`config.mk`:
```
export PLATFORM = sky130hd
export DESIGN_NAME = uart_cmd_link
export DESIGN_NICKNAME = d
export VERILOG_FILES = /design/src/rtl/uart_cmd_pkg.sv /design/src/rtl/uart_rx_byte.sv /design/src/rtl/uart_cmd_link.sv
export SDC_FILE = /design/constraint.sdc
export NUM_CORES = 1
export LEC_CHECK = 0
export BUFFER_PORTS_ARGS = -buffer_cell sky130_fd_sc_hd__buf_4
export CORE_MARGIN = 4
export CORE_UTILIZATION = 40
export DETAILED_ROUTE_END_ITERATION = 10
export PLACE_DENSITY = 0.65
export SYNTH_ARGS = -nofsm -noshare
export SYNTH_HDL_FRONTEND = slang
export SYNTH_HIERARCHICAL = 1
export SYNTH_SLANG_ARGS = --single-unit
```
`constraint.sdc`:
```
create_clock -name clk -period 5.2 [get_ports clk]
set_clock_uncertainty 0.05 [all_clocks]
set_input_delay 1.04 -clock clk [delete_from_list [all_inputs] [get_ports clk]]
set_output_delay 1.04 -clock clk [all_outputs]
set_load 0.01 [all_outputs]
```
`src/rtl/uart_cmd_pkg.sv`:
```
// Shared types and widths for the UART command link.
package uart_cmd_pkg;

   typedef enum logic [1:0] {IDLE, START, DATA, STOP} uart_state_t;

   localparam int DATA_BITS = 8;
   localparam int CMD_W     = 16;

endpackage

```
`src/rtl/uart_rx_byte.sv`:
```
// 8N1 UART byte receiver: RX synchronizer, edge detect and mid-bit sampling FSM.
// rx_done pulses for one cycle with rx_byte when a frame ends in a valid stop bit.
module uart_rx_byte
   import uart_cmd_pkg::*;
#(
   parameter int BAUD_DIV = 868
) (
   input  logic                 clk,
   input  logic                 rst,
   input  logic                 rx,
   output logic [DATA_BITS-1:0] rx_byte,
   output logic                 rx_done,
   output logic                 rx_busy
);

   localparam int CW = $clog2(BAUD_DIV) + 1;
   localparam logic [CW-1:0] BAUD_LAST = CW'(BAUD_DIV - 1);
   localparam logic [CW-1:0] BAUD_HALF = CW'(BAUD_DIV / 2 - 1);
   localparam logic [3:0]    BIT_LAST  = 4'(DATA_BITS - 1);

   uart_state_t          state;
   logic [CW-1:0]        cnt;
   logic [3:0]           bit_cnt;
   logic [2:0]           sync;
   logic [DATA_BITS-1:0] rx_shift;

   assign rx_busy = (state != IDLE);

   // sync[1] is the synchronized line, sync[2] its previous value for edge detect
   always_ff @(posedge clk) begin
      if (rst) begin
         sync     <= 3'b111;
         state    <= IDLE;
         cnt      <= '0;
         bit_cnt  <= '0;
         rx_shift <= '0;
         rx_byte  <= '0;
         rx_done  <= 1'b0;
      end else begin
         sync    <= {sync[1:0], rx};
         rx_done <= 1'b0;
         case (state)
            IDLE: begin
               cnt     <= '0;
               bit_cnt <= '0;
               if (sync[2] && !sync[1]) state <= START;
            end
            START: begin
               if (cnt == BAUD_HALF) begin
                  cnt   <= '0;
                  state <= sync[1] ? IDLE : DATA;
               end else cnt <= cnt + CW'(1);
            end
            DATA: begin
               if (cnt == BAUD_LAST) begin
                  cnt      <= '0;
                  rx_shift <= {sync[1], rx_shift[DATA_BITS-1:1]};
                  if (bit_cnt == BIT_LAST) begin
                     bit_cnt <= '0;
                     state   <= STOP;
                  end else bit_cnt <= bit_cnt + 4'd1;
               end else cnt <= cnt + CW'(1);
            end
            STOP: begin
               if (cnt == BAUD_LAST) begin
                  cnt   <= '0;
                  state <= IDLE;
                  if (sync[1]) begin
                     rx_byte <= rx_shift;
                     rx_done <= 1'b1;
                  end
               end else cnt <= cnt + CW'(1);
            end
            default: state <= IDLE;
         endcase
      end
   end

endmodule

```
`src/rtl/uart_cmd_link.sv`:
```
// Host UART link: byte pairs on RX become cmd/cmd_rdy, resp is serialized on TX.
// Optional UART_CMD_TIMEOUT_EN drops a stale high byte after TO_BITS idle bit times.
module uart_cmd_link
   import uart_cmd_pkg::*;
#(
   parameter int BAUD_DIV = 868,
   parameter int TO_BITS  = 40
) (
   input  logic                 clk,
   input  logic                 rst,
   input  logic                 RX,
   output logic                 TX,
   output logic [CMD_W-1:0]     cmd,
   output logic                 cmd_rdy,
   input  logic                 clr_cmd_rdy,
   input  logic [DATA_BITS-1:0] resp,
   input  logic                 send_resp,
   output logic                 resp_sent,
   output logic                 tx_busy
);

   localparam int CW = $clog2(BAUD_DIV) + 1;
   localparam logic [CW-1:0] BAUD_LAST = CW'(BAUD_DIV - 1);
   localparam logic [CW-1:0] BAUD_PRE  = CW'(BAUD_DIV - 2);
   localparam logic [3:0]    BIT_LAST  = 4'(DATA_BITS - 1);

   logic [DATA_BITS-1:0] rx_byte;
   logic                 rx_done;
   logic                 rx_busy;
   logic [DATA_BITS-1:0] hi_byte;
   logic                 hi_valid;
   logic                 to_expire;

   uart_rx_byte #(.BAUD_DIV(BAUD_DIV)) u_rx (
      .clk     (clk),
      .rst     (rst),
      .rx      (RX),
      .rx_byte (rx_byte),
      .rx_done (rx_done),
      .rx_busy (rx_busy)
   );

`ifdef UART_CMD_TIMEOUT_EN
   localparam int TO_CYCLES = TO_BITS * BAUD_DIV;
   localparam int TW = $clog2(TO_CYCLES) + 1;
   localparam logic [TW-1:0] TO_LAST = TW'(TO_CYCLES - 1);

   logic [TW-1:0] to_cnt;

   // Only idle line time counts toward the gap; a frame in flight pauses it.
   assign to_expire = hi_valid && !rx_busy && (to_cnt == TO_LAST);

   always_ff @(posedge clk) begin
      if (rst || rx_done || !hi_valid) to_cnt <= '0;
      else if (!rx_busy && to_cnt != TO_LAST) to_cnt <= to_cnt + TW'(1);
   end
`else
   logic timeout_unused;
   assign timeout_unused = rx_busy & (TO_BITS > 0);
   assign to_expire = 1'b0;
`endif

   // Set wins over clr_cmd_rdy because it is assigned last.
   always_ff @(posedge clk) begin
      if (rst) begin
         cmd      <= '0;
         cmd_rdy  <= 1'b0;
         hi_byte  <= '0;
         hi_valid <= 1'b0;
      end else begin
         if (clr_cmd_rdy) cmd_rdy <= 1'b0;
         if (rx_done) begin
            if (!hi_valid) begin
               hi_byte  <= rx_byte;
               hi_valid <= 1'b1;
               cmd_rdy  <= 1'b0;
            end else begin
               cmd      <= {hi_byte, rx_byte};
               cmd_rdy  <= 1'b1;
               hi_valid <= 1'b0;
            end
         end else if (to_expire) hi_valid <= 1'b0;
      end
   end

   uart_state_t          tx_state;
   logic [CW-1:0]        tx_cnt;
   logic [3:0]           tx_bit;
   logic [DATA_BITS-1:0] tx_shift;

   // resp_sent is raised one cycle early so it lands on the last stop-bit cycle,
   // where a fresh send_resp may chain straight into the next start bit.
   always_ff @(posedge clk) begin
      if (rst) begin
         tx_state  <= IDLE;
         tx_cnt    <= '0;
         tx_bit    <= '0;
         tx_shift  <= '0;
         TX        <= 1'b1;
         tx_busy   <= 1'b0;
         resp_sent <= 1'b0;
      end else begin
         resp_sent <= 1'b0;
         case (tx_state)
            IDLE: begin
               tx_cnt <= '0;
               tx_bit <= '0;
               if (send_resp) begin
                  tx_shift <= resp;
                  TX       <= 1'b0;
                  tx_busy  <= 1'b1;
                  tx_state <= START;
               end
            end
            START: begin
               if (tx_cnt == BAUD_LAST) begin
                  tx_cnt   <= '0;
                  TX       <= tx_shift[0];
                  tx_shift <= tx_shift >> 1;
                  tx_state <= DATA;
               end else tx_cnt <= tx_cnt + CW'(1);
            end
            DATA: begin
               if (tx_cnt == BAUD_LAST) begin
                  tx_cnt <= '0;
                  if (tx_bit == BIT_LAST) begin
                     tx_bit   <= '0;
                     TX       <= 1'b1;
                     tx_state <= STOP;
                  end else begin
                     tx_bit   <= tx_bit + 4'd1;
                     TX       <= tx_shift[0];
                     tx_shift <= tx_shift >> 1;
                  end
               end else tx_cnt <= tx_cnt + CW'(1);
            end
            STOP: begin
               if (tx_cnt == BAUD_LAST) begin
                  tx_cnt <= '0;
                  if (send_resp) begin
                     tx_shift <= resp;
                     TX       <= 1'b0;
                     tx_state <= START;
                  end else begin
                     TX       <= 1'b1;
                     tx_busy  <= 1'b0;
                     tx_state <= IDLE;
                  end
               end else begin
                  tx_cnt <= tx_cnt + CW'(1);
                  if (tx_cnt == BAUD_PRE) resp_sent <= 1'b1;
               end
            end
            default: tx_state <= IDLE;
         endcase
      end
   end

endmodule

```
### Yosys cells after proc, flatten, opt, wreduce, memory -nomap -nowiden

Index checks and enable logic that the tools add are counted.

| cells by class | value |
|---|---|
| add/subtract/negate cells | 4 |
| equality and inequality tests | 24 |
| multiplexer cells | 48 |
| bitwise gates (word level) | 4 |
| reduce and logical (&&, ||, !) cells | 23 |

Operators with widths:

| cell | number |
|---|---|
| $mux W8 | 5 |
| $eq A11 B10 Y1 const B | 3 |
| $mux W11 | 3 |
| $pmux W11 S3 | 1 |
| $pmux W8 S4 | 1 |
| $add A11 B1 Y11 const B | 2 |
| $mux W2 | 11 |
| $pmux W11 S2 | 1 |
| $mux W1 | 16 |
| $mux W4 | 4 |
| $pmux W2 S4 | 2 |
| $pmux W4 S2 | 2 |
| $ne A2 B2 Y1 const B | 7 |
| $reduce_and A4 Y1 | 3 |
| $eq A11 B9 Y1 const B | 1 |
| $ne A2 B1 Y1 const B | 5 |
| $reduce_and A2 Y1 | 5 |
| $reduce_and A5 Y1 | 2 |
| $reduce_or A3 Y1 | 3 |
| $add A4 B1 Y4 const B | 2 |
| $eq A2 B2 Y1 const B | 4 |
| $eq A4 B3 Y1 const B | 2 |
| $reduce_bool A2 Y1 | 4 |
| $eq A2 B1 Y1 const B | 2 |
| other kinds (8) | 12 |

| storage, ports and cells | value |
|---|---|
| register bits | 91 |
| input bits | 13 |
| output and inout port bits | 20 |
| logic and storage cells | 121 |

### Logic depth before layout (Yosys ltp)

Gate-level depths: netlist of run 1.

| depth | value |
|---|---|
| word-level depth | 4 |
| depth in mapped cells | 7 |
| depth with buffers taken out | 6 |

### Hierarchy

Netlist of run 1, hierarchy kept.

By module, submodules not included:

| module | instances | cells each | area an instance (um^2) | sequential area each (um^2) |
|---|---|---|---|---|
| uart_cmd_link | 1 | 289 | 2406.1 | 1081.0 |
| uart_rx_byte | 1 | 177 | 1645.3 | 740.7 |

### Worst setup path after synthesis of run 1

OpenSTA, ideal clock, no wires.

| timing path | value |
|---|---|
| path kind | register -> register |
| start | reg tx_state[0] |
| end | reg tx_shift[0] |
| setup time | 0.086 ns |
| arrival | 1.792 ns |
| data required time | 5.064 ns |
| path slack | 3.272 ns |
| cell stages (with the launch flop) | 8 |
| buffers on the path | 2 |
| clock period less this slack | 1.928 ns |
| cell sequence | dfxtp_1 inv_1 ha_1 clkbuf_1 o21ai_1 a21o_1 buf_6 a211oi_1 |

| on the way | value |
|---|---|
| word-level cells in the longest chain between the ends | 3 |
| elaborated cells on any way between the ends | 10 |
| classes of those cells | 7 x eq/ne; 1 x mux; 2 x reduce/logical |

Ends and longest elaborated chain:

| what | RTL line | source |
|---|---|---|
| from (decl) | uart_cmd_link.sv:86 | `uart_state_t tx_state;` |
| from (signal assigned) | uart_cmd_link.sv:95 | `tx_state <= IDLE;` |
| from (signal assigned) | uart_cmd_link.sv:112 | `tx_state <= START;` |
| from (signal assigned) | uart_cmd_link.sv:120 | `tx_state <= DATA;` |
| $eq A2 B2 Y1 or $eq A2 B1 Y1 (tied branches) | uart_cmd_link.sv:104 | `case (tx_state)` |
| $ne A2 B2 Y1 (no source line) | -- |  |
| $reduce_and A4 Y1 (no source line) | -- |  |
| to (signal assigned) | uart_cmd_link.sv:109 | `tx_shift <= resp;` |
| to (signal assigned) | uart_cmd_link.sv:119 | `tx_shift <= tx_shift >> 1;` |
| to (signal assigned) | uart_cmd_link.sv:133 | `tx_shift <= tx_shift >> 1;` |
| to (decl) | uart_cmd_link.sv:89 | `logic [DATA_BITS-1:0] tx_shift;` |

Parallel ways exist; a longest one is shown, timed or not.
A chain may end at the register's enable or synchronous reset.

### Worst setup path in the final report of run 1

| timing path | value |
|---|---|
| start | reg u_rx.cnt[0] |
| end | reg u_rx.rx_byte[0] |

| on the way | value |
|---|---|
| word-level cells in the longest chain between the ends | 2 |

Ends and longest elaborated chain:

| what | RTL line | source |
|---|---|---|
| from (decl) | uart_rx_byte.sv:22 | `logic [CW-1:0] cnt;` |
| from (signal assigned) | uart_rx_byte.sv:52 | `end else cnt <= cnt + CW'(1);` |
| from (signal assigned) | uart_rx_byte.sv:62 | `end else cnt <= cnt + CW'(1);` |
| from (signal assigned) | uart_rx_byte.sv:72 | `end else cnt <= cnt + CW'(1);` |
| $eq A11 B10 Y1 | uart_rx_byte.sv:65 | `if (cnt == BAUD_LAST) begin` |
| $reduce_and A3 Y1 (no source line) | -- |  |
| to (signal assigned) | uart_rx_byte.sv:69 | `rx_byte <= rx_shift;` |
| to (decl) | uart_rx_byte.sv:11 | `output logic [DATA_BITS-1:0] rx_byte,` |

No other way between the ends.

==> results of run 1 <==
cell type report:
type / instances / area (um^2) / share of cell area (%)
multi-input cells: 325 / 1980 / 43.8
flip-flops and latches: 91 / 1820 / 40.3
repair buffers: 32 / 240 / 5.32
well taps: 133 / 166 / 3.68
clock buffers: 9 / 124 / 2.74
clock inverters: 7 / 98.8 / 2.19
inverters: 23 / 86.3 / 1.91
registers in the layout, summed over array words and instances, names as in the netlist, named ones only:
signal and cells:
TX 1, cmd 16, tx_shift 8, tx_bit 4, hi_valid 1, tx_cnt 11
u_rx/rx_done 1, u_rx/rx_byte 8, u_rx/sync 3, u_rx/cnt 11, u_rx/rx_shift 8, cmd_rdy 1
tx_state 2, hi_byte 8, u_rx/bit_cnt 4, resp_sent 1, u_rx/state 1, tx_busy 1
per-layer routing:
layer | track usage, % | wire, um | vias to the layer above
li1 | - | - | 1626
met5 | 0 | 0 | -
met3 | 3.82 | 332 | 7
met1 | 16.3 | 3580 | 1437
met4 | 3.97 | 63 | 0
met2 | 21.4 | 3330 | 45
worst min path at each step:
stage / from / cells past startpoint / slack [ns] / endpoint
after floorplan: u_rx/sync[0] / 1 / 0.34 / u_rx/sync[1]
final: u_rx/sync[0] / 1 / 0.39 / u_rx/sync[1]
after CTS: hi_byte[3] / 2 / 0.40 / cmd[11]
after global routing: u_rx/sync[0] / 1 / 0.40 / u_rx/sync[1]
after detailed placement: u_rx/sync[0] / 1 / 0.36 / u_rx/sync[1]
after global placement: u_rx/sync[0] / 1 / 0.34 / u_rx/sync[1]
metrics by stage:
step / cell area (um^2) / instances / worst slack, ns / power [mW] / util, %
after floorplan: 4050 / 465 / 3.27 / 1.06 / -
after global placement: 4300 / 604 / 2.57 / 1.12 / 43.7
after detailed placement: 4300 / 604 / 2.52 / 1.12 / 43.7
after CTS: 4520 / 620 / 2.69 / 1.65 / 46.0
after global routing: 4520 / 620 / 2.42 / 1.73 / 46.0
final: 4520 / 620 / 2.71 / 1.63 / 46.0
power groups by stage:
stage                     Combinational, mW  Sequential [mW]  Clock (mW)
after floorplan                       0.287            0.777           0
after global placement                0.336            0.780           0
after detailed placement              0.338            0.783           0
after CTS                             0.341            0.766       0.547
after global routing                  0.378            0.772       0.580
final                                 0.337            0.766       0.528
==> summary.txt, run 1 <==
Clock network
  – Clock Sink Count: 91
  – Root buf cell: clkbuf_8
  – Number of CTS-inserted buffers: 9
  – Post-CTS setup buffer count: 0
  – Hold-fix buffers, CTS: 0
  – Post-CTS Resized: 0
  – Clock-pin slew on the worst setup and hold paths: 0.09 ns
  – Worst-Skew Late Latency: 0.36 ns
  – CTS tree: yes
  – H-tree depth: 3
  – CTS Buffer Depth: 2

Worst setup path
  – FF-to-FF End: u_rx/rx_byte[0]
  – Setup CP Type: reg -> reg
  – Critical Path AT: 2.66 ns
  – Reg2Reg Depth: 5
  – Cell Chain, Critical Path: ha_1 -> nor4bb_1 -> nand4_2 -> mux2i_1 -> nor2_1
  – Max stage delay cell, worst path: nor4bb_1
  – R2R Setup Slk: 2.71 ns
  – WP data required: 5.37 ns
  – Reg-to-Reg Start: u_rx/cnt[0]
  – CP endpoint kind: flip-flop
  – Buf/Inv on CP: 0
  – Worst path max stage delay: 0.81 ns
  – Critical Path End: u_rx/rx_byte[0]
  – Worst-path fanout max: 8
  – CP startpoint kind: flip-flop
  – Delay-heaviest family, CP: simple AND/OR/NAND/NOR gates
  – WP depth: 5
  – Worst setup startpoint: u_rx/cnt[0]

Floorplanning
  – Initial Util: 41.2%
  – Die area: 11800 um^2
  – Die X: 109 um
  – Core Region: 9820 um^2
  – Rows: 36
  – Die span in y: 109 um
  – I/O pin count: 33

Timing
  – Max_slew headroom: 29.8%
  – Final setup vio count: 0
  – Final Hold Vio Count: 0
  – Worst-Margin Slew: 1.04 ns
  – RSZ-0062 raised after global routing: no
  – Slew Viols, Final: 0
  – Setup_tns: 0 ns
  – Fin crit period: 2.49 ns
  – Peak Freq: 401 MHz
  – Hold slack: 0.390 ns
  – Period utilisation layout: 47.9%

Synth
  – Syn Nets: 489
  – Syn Inst Count: 465
  – Yosys warning count: 6
  – Synthesized cell area: 4050 um^2
  – Syn avg cell area: 8.70 um^2

Power and ir drop
  – Clk network pwr share: 32.4%
  – Power Dens Cells: 361 nW/um^2
  – Pint: 1.16 mW
  – Reg power frac: 47.0%
  – Leakage: 1.65 nW
  – Switch share: 28.7%
  – Logic pwr share: 20.7%
  – Maximum vdd drop: 130 uV
  – Sw power: 0.469 mW

Route
  – Pre-Repair DR Iteration Count: 4
  – Initial DRC count: 125
  – Vias: 3115
  – Via-to-Cell Ratio: 5.02
  – Drt total wl: 7300 um
  – Drt drc: 0
  – Antenna-violating nets left: 0
  – Routed len/inst: 11.8 um

Outcome
  – Status: complete, no violations

Hold path
  – Worst min path class: reg -> reg

Cells and area
  – Fraction of layout cells with a size suffix above 1: 15.2%
  – Nets: 506
  – Area grow syn2layout: 11.6%
  – Most frequent cells in the layout: dfxtp_1 (91), nand2_1 (85), nor2_1 (43)
  – # fillers: 993
  – Most common cell after layout, fill and taps aside: dfxtp_1
  – Diode count: 0

Global route
  – GRT overflow: 0
  – Tot GR Track Use: 13.0%
  – Initial antenna violation count: 0
  – First-pass GRT wire length: 12600 um
  – Largest net degree at the start of global routing: 67
  – Vias in the first global route: 2931

Placed design
  – IO buf count: 32
  – DP Wirelength: 5140 um
  – Routability cong.: 0.815

Run
  – Max Cap Viol: 0
Note: power is estimated with default switching activity, not from simulation.
==> run 2: changes to the inputs <==
--- a/config.mk
+++ b/config.mk
@@ -5,6 +5,7 @@
 export SDC_FILE = /design/constraint.sdc
 export NUM_CORES = 1
 export LEC_CHECK = 0
+export ABC_AREA = 1
 export BUFFER_PORTS_ARGS = -buffer_cell sky130_fd_sc_hd__buf_4
 export CORE_MARGIN = 4
 export CORE_UTILIZATION = 40
==> constraint.sdc (replaced) <==
create_clock -name clk -period 2.4 [get_ports clk]
set_clock_uncertainty 0.05 [all_clocks]
set_input_delay 0.48 -clock clk [delete_from_list [all_inputs] [get_ports clk]]
set_output_delay 0.48 -clock clk [all_outputs]
set_load 0.01 [all_outputs]
==> summary.txt, run 2 <==
Synth
  – Post-synth cell types: 39
  – Synthesized cell area: 4090 um^2 (+0.93%)
  – FF+latch count, synth: 91
  – Ys async rst share: 0%
  – Area contributors post-synth: dfxtp_1 (45%), nor2_1 (8.9%), nand2_1 (6.5%)
  – Syn Inst Count: 536 (+15%)
  – Cell accounting for the most synthesized area: dfxtp_1
  – Syn Nets: 560 (+15%)
  – Share of the synthesized area in the top cell type: 44.6%
  – Count leader, synth: nor2_1
  – Yosys warning count: 6 (unchanged)
  – EDFF count, synth: 0
  – Post-synth top cells: nor2_1 (97), dfxtp_1 (91), nand2_1 (71)
  – Syn avg cell area: 7.62 um^2 (-12%)
  – Most used DFF post-synth: dfxtp_1
  – Sequential area share after synthesis: 44.6%

Worst setup path
  – Most frequent CP cell: nand2_1
  – Reg2Reg Depth: 8 (+3)
  – Delay-heaviest family, CP: simple AND/OR/NAND/NOR gates
  – CP startpoint kind: flip-flop
  – Cell Chain, Critical Path: ha_1 -> nand2_1 -> nor2_2 -> inv_2 -> nor2_4 -> o21ai_0 -> nand2_1 -> nor3_1
  – Critical Path AT: 1.97 ns (-0.69 ns)
  – FF-to-FF End: u_rx/cnt[9]
  – R2R Setup Slk: 0.60 ns (-2.10 ns)
  – Max stage delay cell, worst path: dfxtp_1
  – WP data required: 2.57 ns (-2.80 ns)
  – Buf/Inv on CP: 1 (+1)
  – Reg-to-Reg Start: u_rx/cnt[0]
  – CP endpoint kind: flip-flop
  – Worst-path fanout max: 11 (+3)
  – Setup CP Type: reg -> reg
  – Worst path max stage delay: 0.39 ns (-0.42 ns)

Global route
  – Tot GR Track Use: 14.5% (+1.6 points)
  – GRT overflow: 0 (unchanged)
  – Vias in the first global route: 3114 (+6.2%)
  – Largest net degree at the start of global routing: 38 (-43%)
  – First-pass GRT wire length: 14100 um (+12%)
  – Initial antenna violation count: 0 (unchanged)

Cells and area
  – Area grow syn2layout: 13.6%
  – Diode count: 0 (unchanged)
  – Max FFs per register: 16 (unchanged)
  – Fraction of layout cells with a size suffix above 1: 14.5% (-0.74 points)
  – Most common cell after layout, fill and taps aside: nor2_1
  – # fillers: 1001 (+0.81%)
  – Reg with most FFs: cmd
  – Most frequent cells in the layout: nor2_1 (97), dfxtp_1 (91), nand2_1 (71)
  – Top flop regs: cmd: 16 flops, tx_cnt: 11 flops, u_rx/cnt: 11 flops
  – Nets: 594 (+17%)

Placed design
  – Routability cong.: 0.871 (+6.9%)
  – IO buf count: 32 (unchanged)
  – DP Wirelength: 5900 um (+15%)

Timing
  – Setup_tns: 0 ns (unchanged)
  – Final Hold Vio Count: 0 (unchanged)
  – Fin crit period: 1.80 ns (-0.696 ns)
  – RSZ-0062 raised after global routing: no
  – Slew Viols, Final: 0 (unchanged)
  – Max_slew headroom: 64.9% (+35 points)
  – Hold slack: 0.252 ns (-0.138 ns)
  – Final setup vio count: 0 (unchanged)
  – Worst-Margin Slew: 0.523 ns (-0.520 ns)
  – Peak Freq: 556 MHz (+39%)
  – Period utilisation layout: 74.9% (+27 points)

Floorplanning
  – Rows: 36 (unchanged)
  – Die X: 109 um (+0.43%)
  – Die area: 11900 um^2 (+0.86%)
  – I/O pin count: 33 (unchanged)
  – Core Region: 9860 um^2 (+0.46%)
  – Initial Util: 41.4% (+0.19 points)
  – Die span in y: 109 um (+0.43%)

Clock network
  – Hold-fix buffers, CTS: 0 (unchanged)
  – Post-CTS Resized: 0 (unchanged)
  – H-tree depth: 3 (unchanged)
  – Number of CTS-inserted buffers: 9 (unchanged)
  – Clock Sink Count: 91 (unchanged)
  – CTS tree: yes
  – Clock-pin slew on the worst setup and hold paths: 0.09 ns (about the same)
  – CTS Buffer Depth: 2 (unchanged)
  – Root buf cell: clkbuf_8
  – Post-CTS setup buffer count: 0 (unchanged)
  – Worst-Skew Late Latency: 0.35 ns (about the same)

Power and ir drop
  – Power Dens Cells: 805 nW/um^2 (+120%)
  – Maximum vdd drop: 418 uV (+220%)
  – Leakage: 1.89 nW (+15%)

Route
  – Vias: 3459 (+11%)
  – Routed len/inst: 11.5 um (-2.3%)
  – Antenna-violating nets left: 0 (unchanged)
  – Via-to-Cell Ratio: 4.89 (-2.6%)
  – Drt total wl: 8140 um (+11%)
  – Initial DRC count: 174 (+39%)
  – Pre-Repair DR Iteration Count: 4 (unchanged)
  – Drt drc: 0 (unchanged)

Hold path
  – Worst Hold End: u_rx/sync[0]
  – Hold depth: 2 (+1)
  – Worst Min Path Start: RX
  – Worst min path class: in -> reg

Run
  – Max Cap Viol: 0 (unchanged)

Outcome
  – Status: complete, no violations
==> run 2: logic make-up after synthesis <==
group | Yosys count | synth area share [%]
simple gates | 256 | 29.6
xor+xnor | 7 | 1.50
mux | 7 | 1.72
fa+ha+maj | 11 | 3.37
compound gates | 94 | 12.0
buf+inv | 70 | 7.23
flops | 91 | 44.6
==> run 2: layout make-up <==
type | count | area (um^2) | area share [%]
Multi-Input combinational cell | 375 | 1970 | 42.4
Sequential cell | 91 | 1820 | 39.3
Timing Repair Buffer | 37 | 278 | 5.99
Inverter | 56 | 210 | 4.53
Tap cell | 133 | 166 | 3.59
Clock buffer | 9 | 124 | 2.67
Clock inverter | 6 | 71.3 | 1.54
==> run 2: how the worst max path moves through the flow <==
| stage | start | cells past startpoint | endpoint | slack [ns] |
|---|---|---|---|---|
| after floorplan | tx_state[0] | 8 | tx_shift[0] | 0.73 |
| after global placement | tx_state[0] | 8 | tx_shift[6] | 0.69 |
| final | u_rx/cnt[0] | 8 | u_rx/cnt[9] | 0.60 |
| after detailed placement | u_rx/cnt[0] | 8 | u_rx/cnt[9] | 0.61 |
| after CTS | u_rx/cnt[0] | 8 | u_rx/cnt[9] | 0.59 |
| after global routing | tx_state[0] | 8 | tx_shift[7] | 0.35 |
==> run 2: layer usage <==
layer / wire length (um) / up-vias / GRT usage (%) / share of wire [%]
li1: - / 1820 / - / -
met1: 4100 / 1583 / 19.8 / 50
met2: 3650 / 45 / 23.2 / 45
met3: 266 / 11 / 2.31 / 3.3
met4: 120 / 0 / 5.32 / 1.5
met5: 0 / - / 0 / 0
==> run 2: where the power goes <==
| part | internal (mW) | switching, mW | leakage, nW |
|---|---|---|---|
| Clock | 0.487 | 0.551 | 0.0927 |
| Sequential | 1.63 | 0.0763 | 0.737 |
| Combinational | 0.382 | 0.612 | 1.06 |
==> run 2: per-stage QoR <==
stage	setup slack (ns)	power, mW	instance area, um^2	cells	utilization [%]
floorplan	0.726	2.57	4090	536	-
global placement	0.686	2.71	4440	692	45.1
detailed placement	0.606	2.73	4440	692	45.1
CTS	0.592	3.77	4640	707	47.0
global route	0.348	4.00	4640	707	47.0
finish	0.603	3.73	4640	707	47.0
